<file path="src/rtl/debug_arb_pkg.sv">
// rtl/debug_arb_pkg.sv - shared state encoding and header sync byte for debug_dump_arbiter (optional HEADER state under DEBUG_DUMP_ARBITER_HEADER_EN)
package debug_arb_pkg;

    // First byte of the per-dump header; lets a host resynchronise on the merged stream.
    localparam logic [7:0] HEADER_SYNC = 8'hA5;

    typedef enum logic [2:0] {
        ST_IDLE   = 3'd0,
`ifdef DEBUG_DUMP_ARBITER_HEADER_EN
        ST_HEADER = 3'd4,
`endif
        ST_GRANT  = 3'd1,
        ST_STREAM = 3'd2,
        ST_DONE   = 3'd3
    } arb_state_t;

endpackage

</file>
<file path="src/rtl/debug_rr_pick.sv">
// rtl/debug_rr_pick.sv - combinational round-robin picker: first set request after ptr, wrapping
module debug_rr_pick #(
    parameter int NCH = 4,
    parameter int W   = $clog2(NCH)
) (
    input  logic [NCH-1:0] req,
    input  logic [W-1:0]   ptr,
    output logic [W-1:0]   idx,
    output logic           found
);

    // Scan from the farthest candidate back to ptr+1 so the nearest set bit is the one left standing.
    always_comb begin
        int j;
        idx   = '0;
        found = 1'b0;
        j     = 0;
        for (int k = NCH; k >= 1; k--) begin
            j = (int'(ptr) + k) % NCH;
            if (req[W'(j)]) begin
                idx   = W'(j);
                found = 1'b1;
            end
        end
    end

endmodule

</file>
<file path="src/rtl/debug_dump_arbiter.sv">
// rtl/debug_dump_arbiter.sv - merges NCH debugger dump streams onto one byte stream; DEBUG_DUMP_ARBITER_HEADER_EN adds a 2-byte header per dump
module debug_dump_arbiter
    import debug_arb_pkg::*;
#(
    parameter int NCH        = 4,
    parameter int DUMP_BYTES = 1024
) (
    input  logic                     clk,
    input  logic                     resetn,
    input  logic                     arm,
    input  logic [NCH-1:0]           ch_triggered,
    output logic [NCH-1:0]           ch_dump_en,
    input  logic [NCH-1:0]           ch_dump_valid,
    output logic [NCH-1:0]           ch_dump_ready,
    input  logic [8*NCH-1:0]         ch_dump_data,
    output logic                     out_valid,
    input  logic                     out_ready,
    output logic [7:0]               out_data,
    output logic                     busy,
    output logic [$clog2(NCH)-1:0]   cur_ch
);

    localparam int CW = $clog2(NCH);
    localparam int BW = $clog2(DUMP_BYTES + 1);
    localparam logic [BW-1:0] LAST_CNT = BW'(DUMP_BYTES);

    arb_state_t    state_q, state_d;
    logic [CW-1:0] cur_ch_q, cur_ch_d;
    logic [CW-1:0] rr_ptr_q, rr_ptr_d;
    logic [BW-1:0] cnt_q, cnt_d;
    logic [CW-1:0] pick_idx;
    logic          pick_found;
    logic          stream_hs;
`ifdef DEBUG_DUMP_ARBITER_HEADER_EN
    logic [7:0]    hdr_data_q, hdr_data_d;
    logic          hdr_second_q, hdr_second_d;
`endif

    debug_rr_pick #(.NCH(NCH), .W(CW)) u_pick (
        .req   (ch_triggered),
        .ptr   (rr_ptr_q),
        .idx   (pick_idx),
        .found (pick_found)
    );

    // State, grant and counter registers; rr_ptr resets to the last channel so channel 0 wins first.
    always_ff @(posedge clk) begin
        if (!resetn) begin
            state_q  <= ST_IDLE;
            cur_ch_q <= '0;
            rr_ptr_q <= CW'(NCH - 1);
            cnt_q    <= '0;
`ifdef DEBUG_DUMP_ARBITER_HEADER_EN
            hdr_data_q   <= '0;
            hdr_second_q <= 1'b0;
`endif
        end else begin
            state_q  <= state_d;
            cur_ch_q <= cur_ch_d;
            rr_ptr_q <= rr_ptr_d;
            cnt_q    <= cnt_d;
`ifdef DEBUG_DUMP_ARBITER_HEADER_EN
            hdr_data_q   <= hdr_data_d;
            hdr_second_q <= hdr_second_d;
`endif
        end
    end

    // Next-state and output decode; everything is forced low while resetn is held so a reset mid-dump stops ready at once.
    always_comb begin
        state_d       = state_q;
        cur_ch_d      = cur_ch_q;
        rr_ptr_d      = rr_ptr_q;
        cnt_d         = cnt_q;
        ch_dump_en    = '0;
        ch_dump_ready = '0;
        out_valid     = 1'b0;
        out_data      = 8'h00;
        busy          = (state_q != ST_IDLE);
        cur_ch        = cur_ch_q;
        stream_hs     = ch_dump_valid[cur_ch_q] && out_ready;
`ifdef DEBUG_DUMP_ARBITER_HEADER_EN
        hdr_data_d    = hdr_data_q;
        hdr_second_d  = hdr_second_q;
`endif
        case (state_q)
            ST_IDLE: begin
                if (arm && pick_found) begin
                    cur_ch_d = pick_idx;
`ifdef DEBUG_DUMP_ARBITER_HEADER_EN
                    state_d      = ST_HEADER;
                    hdr_data_d   = HEADER_SYNC;
                    hdr_second_d = 1'b0;
`else
                    state_d  = ST_GRANT;
`endif
                end
            end
`ifdef DEBUG_DUMP_ARBITER_HEADER_EN
            ST_HEADER: begin
                out_valid = 1'b1;
                out_data  = hdr_data_q;
                if (out_ready) begin
                    if (!hdr_second_q) begin
                        hdr_data_d   = 8'(cur_ch_q);
                        hdr_second_d = 1'b1;
                    end else begin
                        state_d = ST_GRANT;
                    end
                end
            end
`endif
            ST_GRANT: begin
                ch_dump_en[cur_ch_q] = 1'b1;
                cnt_d                = '0;
                state_d              = ST_STREAM;
            end
            ST_STREAM: begin
                out_valid               = ch_dump_valid[cur_ch_q];
                out_data                = ch_dump_data[{cur_ch_q, 3'b000} +: 8];
                ch_dump_ready[cur_ch_q] = out_ready;
                if (stream_hs) begin
                    cnt_d = cnt_q + 1'b1;
                    if (cnt_d == LAST_CNT) begin
                        state_d = ST_DONE;
                    end
                end
            end
            ST_DONE: begin
                rr_ptr_d = cur_ch_q;
                state_d  = ST_IDLE;
            end
            default: begin
                state_d = ST_IDLE;
            end
        endcase
        if (!resetn) begin
            ch_dump_en    = '0;
            ch_dump_ready = '0;
            out_valid     = 1'b0;
            out_data      = 8'h00;
            busy          = 1'b0;
            cur_ch        = '0;
        end
    end

endmodule

</file>
<file path="config.mk">
export PLATFORM = sky130hd
export DESIGN_NAME = debug_dump_arbiter
export DESIGN_NICKNAME = d
export VERILOG_FILES = /design/src/rtl/debug_arb_pkg.sv /design/src/rtl/debug_rr_pick.sv /design/src/rtl/debug_dump_arbiter.sv
export SDC_FILE = /design/constraint.sdc
export NUM_CORES = 1
export LEC_CHECK = 0
export ABC_AREA = 1
export CAP_MARGIN = 20
export CORE_UTILIZATION = 44
export CTS_CLUSTER_SIZE = 30
export DETAILED_ROUTE_END_ITERATION = 8
export PLACE_DENSITY_LB_ADDON = 0.3
export SLEW_MARGIN = 20
export SYNTH_ARGS = -nofsm -noshare
export SYNTH_HDL_FRONTEND = slang
export SYNTH_SLANG_ARGS = --single-unit
</file>
<file path="constraint.sdc">
create_clock -name clk -period 1.8 [get_ports clk]
set_input_delay 0.54 -clock clk [delete_from_list [all_inputs] [get_ports clk]]
set_output_delay 0.54 -clock clk [all_outputs]
set_load 0.05 [all_outputs]
</file>
==> metrics.md, run 1 <==
| Metric | Value |
|---|---|
| Status | stopped before the end |
| Stopped at | global routing (5_1_grt) |
| Run Error | [ERROR GRT-0116] Global routing finished with congestion. Check the congestion regions in the DRC Viewer. |
| Post-synth EDFFs | 0 |
| Syn. warnings | 0 |
| Ys async rst share | 0 |
| Post-Syn Nets | 322 |
| Max Root-Sink Buffers | 2 |
| Initial Utilization | 0.474 |
| GRT Residual Overflow | 9 |
| Routability cong. | 0.867 |
| Post-DP HPWL | 4720 µm |
| Buffers on Ports | 63 |
| Post-synthesis sequential area ratio | 0.209 |
| Clk root buf | clkbuf_8 |
| Largest net degree at the start of global routing | 22 |
| Commonest cells post-synth | nand2_1 (88), nand3_1 (36), inv_1 (26) |
| Most used DFF post-synth | dfxtp_1 |
| Post-synth top area cell | dfxtp_1 |
| Post-CTS Hold Fix Bufs | 0 |
| Top cell type's share of synthesized area | 0.209 |
| Synth area leaders | dfxtp_1 (21%), nand2_1 (20%), nand3_1 (11%) |
| Most numerous cell in the Yosys netlist | nand2_1 |
| Total track usage | 0.541 |
| Syn_area_per_cell | 5.98 µm² |
| Distinct cells, synth | 30 |
| Cells after Synth | 273 |
| Row cnt | 21 |
| Total CTS buffers | 3 |
| I/O Pins | 64 |
| Clock net sink count | 17 |
| H-tree depth | 1 |
| Die Width | 62.9 µm |
| Die H | 62.9 µm |
| Post-Synthesis Cell Area | 1630 µm² |
| Number of global-route vias before repair | 3099 |
| Global-route wire length before repair | 16500 µm |
| FF+latch count, synth | 17 |
[metal layers]
metal	track usage	overflow
met5	0	0
met4	0.503	2
met3	0.241	0
met2	0.794	7
met1	0.573	0
[repair_timing]
item | 4_1_cts
gates resized for setup | 121
cloned | 2
pin swaps | 26
setup endpoints to repair | 22
buffers inserted | 6
[stage by stage]
stage	hold slack [ns]	worst slack [ns]	instance area (µm²)	std cells	TNS [ns]
after CTS	0.509	-0.0960	3220	409	-1.23
after floorplan	0.467	-0.139	1820	273	-1.26
after detailed placement	0.492	-0.589	2830	397	-14.11
after global placement	0.477	-0.516	2830	397	-12.36
[logic make-up after synthesis]
logic type	synth area share
DFF	0.209
AOI/OAI and AO/OA	0.173
buffers and inverters	0.107
and+or+nand+nor	0.462
adders and majority gates	0.0383
xor gates and xnor gates	0.0107
==> run 2, diff against run 1 <==
--- a/config.mk
+++ b/config.mk
@@ -7,10 +7,9 @@
 export LEC_CHECK = 0
 export ABC_AREA = 1
 export CAP_MARGIN = 20
-export CORE_UTILIZATION = 44
-export CTS_CLUSTER_SIZE = 30
+export CORE_UTILIZATION = 35
 export DETAILED_ROUTE_END_ITERATION = 8
-export PLACE_DENSITY_LB_ADDON = 0.3
+export PLACE_DENSITY_LB_ADDON = 0.15
 export SLEW_MARGIN = 20
 export SYNTH_ARGS = -nofsm -noshare
 export SYNTH_HDL_FRONTEND = slang
==> run 2 against run 1 <==
The flow now finishes, with violations (negative setup slack); area after synthesis unchanged; synthesized cell count unchanged.
==> metrics.md, run 2 <==
| Metric | Value |
|---|---|
| P_leak | 1.36 nW |
| Post-Synthesis Cell Area | 1630 µm² |
| Final setup viols | 17 |
| Total track usage | 0.246 |
| Most frequent cells in the layout | nand2_1 (72), dlygate4sd2_1 (37), buf_4 (27), buf_12 (22), inv_1 (20) |
| Status | finished with violations |
| Post-synthesis simple-gate area fraction | 0.462 |
| Crit share post-route | 1.06 |
| Dpl ws | -0.528 ns |
| Routability cong. | 0.839 |
| Rel. slew slack | 0.812 |
| Multiplexer share of the synthesized area | 0 |
| CP Launch Type | flop |
| CP max FO | 6 |
| Most flops, register | cnt_q |
| Most numerous cell in the Yosys netlist | nand2_1 |
| Pwr dens | 936 nW/µm² |
| Final WS setup | -0.115 ns |
| GRT Residual Overflow | 0 |
| Failing checks | negative setup slack |
| Distinct cells, synth | 30 |
| Clock Skews | 0.00434 ns |
| Max FFs per register | 11 |
| CP Class | flop to output port |
| Wire length per cell | 14.4 µm |
| I/O Pins | 64 |
| RSZ-0062 raised after global routing | yes |
| Area Growth Syn to Fin | 106% |
| Max-Cap Viols | 0 |
| Number of diodes | 0 |
| Post-Syn Nets | 322 |
| Commonest cells post-synth | nand2_1 (88), nand3_1 (36), inv_1 (26) |
| Initial antenna violation count | 0 |
| Largest net degree at the start of global routing | 22 |
| Clk root buf | clkbuf_8 |
| Ys async rst share | 0 |
| Max Root-Sink Buffers | 2 |
| Vias/cell | 5.10 |
| Largest family of logic cells by synthesized area | simple AND/OR/NAND/NOR gates |
| Total CTS buffers | 3 |
| Most used DFF post-synth | dfxtp_1 |
| Die H | 70.3 µm |
| Uppermost layer routed | met4 |
| Number of global-route vias before repair | 2062 |
| Worst-Margin Slew | 0.282 ns |
| DRT iter0 DRCs | 110 |
| Syn. warnings | 0 |
| CORE AREA | 4410 µm² |
| Met3 routed WL | 378 µm |
| Final Hold Slack | 0.463 ns |
| Multi-input gate area | 1650 µm² |
| R2R Setup Slk | 0.05 ns |
| Adder-Cell Fraction of Synth Area | 0.0383 |
| Worst endpoint required time | 1.26 ns |
| Hold Vio Cnt, Final | 0 |
| Post-synthesis compound-gate area fraction | 0.173 |
| FF+latch count, synth | 17 |
| H-tree depth | 1 |
| Filler cells | 316 |
| Post-synthesis sequential area ratio | 0.209 |
| CP endpoint kind | output port |
| Synth area leaders | dfxtp_1 (21%), nand2_1 (20%), nand3_1 (11%) |
| Antenna-violating nets left | 0 |
| Via count | 2133 |
| Global-route wire length before repair | 9770 µm |
| Syn_area_per_cell | 5.98 µm² |
| Die Area | 4940 µm² |
| Xor and xnor area share after synthesis | 0.0107 |
| Finished Core Util | 0.761 |
| DRC Markers | 0 |
| Layout net count | 416 |
| Die Width | 70.3 µm |
| Fmax achieved | 0.522 GHz |
| Min cycle time layout | 1.91 ns |
| DR pass1 iterations | 5 |
| Post-synth EDFFs | 0 |
| Worst EP arrival | 1.37 ns |
| Clock Latency Late Sink | 0.26 ns |
| Layout cell share with drive strength beyond 1 | 0.443 |
| Clock net sink count | 17 |
| Post-DP HPWL | 4240 µm |
| Commonest non-fill, non-tap cell in the layout | nand2_1 |
| VDD IR max | 0.000761 V |
| Cells after Synth | 273 |
| FF+latch area | 358 µm² |
| Buffers on Ports | 63 |
| Top cell type's share of synthesized area | 0.209 |
| Worst hold-check path type | flop to flop |
| Row cnt | 24 |
| Initial Utilization | 0.370 |
| Post-synth top area cell | dfxtp_1 |
| Wl on met1 | 2600 µm |
| CTS tree | yes |
| Clock slew at reported path FFs | 0.07 ns |
| Met2 WL | 3010 µm |
| Slew Limit Fails | 0 |
| WL final | 6020 µm |
-- run 2: stage by stage --
stage	TNS [ns]	instances	area, µm²	total power, mW
after floorplan	-1.26	273	1820	1.56
after global placement	-11.31	405	2860	2.23
after detailed placement	-12.11	405	2860	2.25
after CTS	-0.872	411	3200	2.91
after global routing	-2.29	418	3360	3.33
final	-1.13	418	3360	3.14
-- run 2: worst max-delay path: stages, from the launching register on --
cell	delay [ns]
dfxtp_4	0.39
inv_6	0.09
buf_8	0.15
nand2_4	0.06
nand2_4	0.06
nand2_4	0.06
a21oi_4	0.17
buf_12	0.15
-- run 2: cell type report --
class	instances	share of cell area
repair buffers	97	0.331
inverters	30	0.0395
flip-flops and latches	17	0.106
well taps	52	0.0194
multi-input cells	218	0.491
clock buffers	4	0.0134
-- run 2: logic make-up (layout without fill, tap and decap cells) --
logic type,after synthesis,count (layout)
compound gates,45,45
xor+xnor,2,2
fa+ha+maj,5,5
buf+inv,39,131
flops,17,17
simple gates,165,166
-- run 2: routing by layer --
metal,up-vias,global-route usage
met5,-,0
met4,0,0.0378
met3,4,0.0289
met2,72,0.433
met1,975,0.324
li1,1082,-
-- run 2: power by group --
group,internal (mW),switching [mW],leakage [nW],total (mW)
combinational,1.02,1.28,1.19,2.30
clock,0.157,0.141,0.0228,0.299
sequential,0.451,0.0907,0.142,0.542
total,1.63,1.51,1.36,3.14
-- run 2: repair_timing --
action	in CTS	in global routing
setup buffers	0	7
pin swaps	31	26
hold buffers	0	0
gates resized for setup	119	30
gates cloned	2	0
endpoints found under the hold margin	0	0
endpoints found under the setup margin	20	22
-- run 2: worst paths after layout --
path	from	end	cells after the start
max	cur_ch_q[0]	out_valid	7
min	cnt_q[0]	cnt_q[0]	1
max reg2reg	cur_ch_q[0]	state_q[0]	14
min reg2reg	cnt_q[0]	cnt_q[0]	1
No activity file was read; power rests on OpenSTA's default activity.
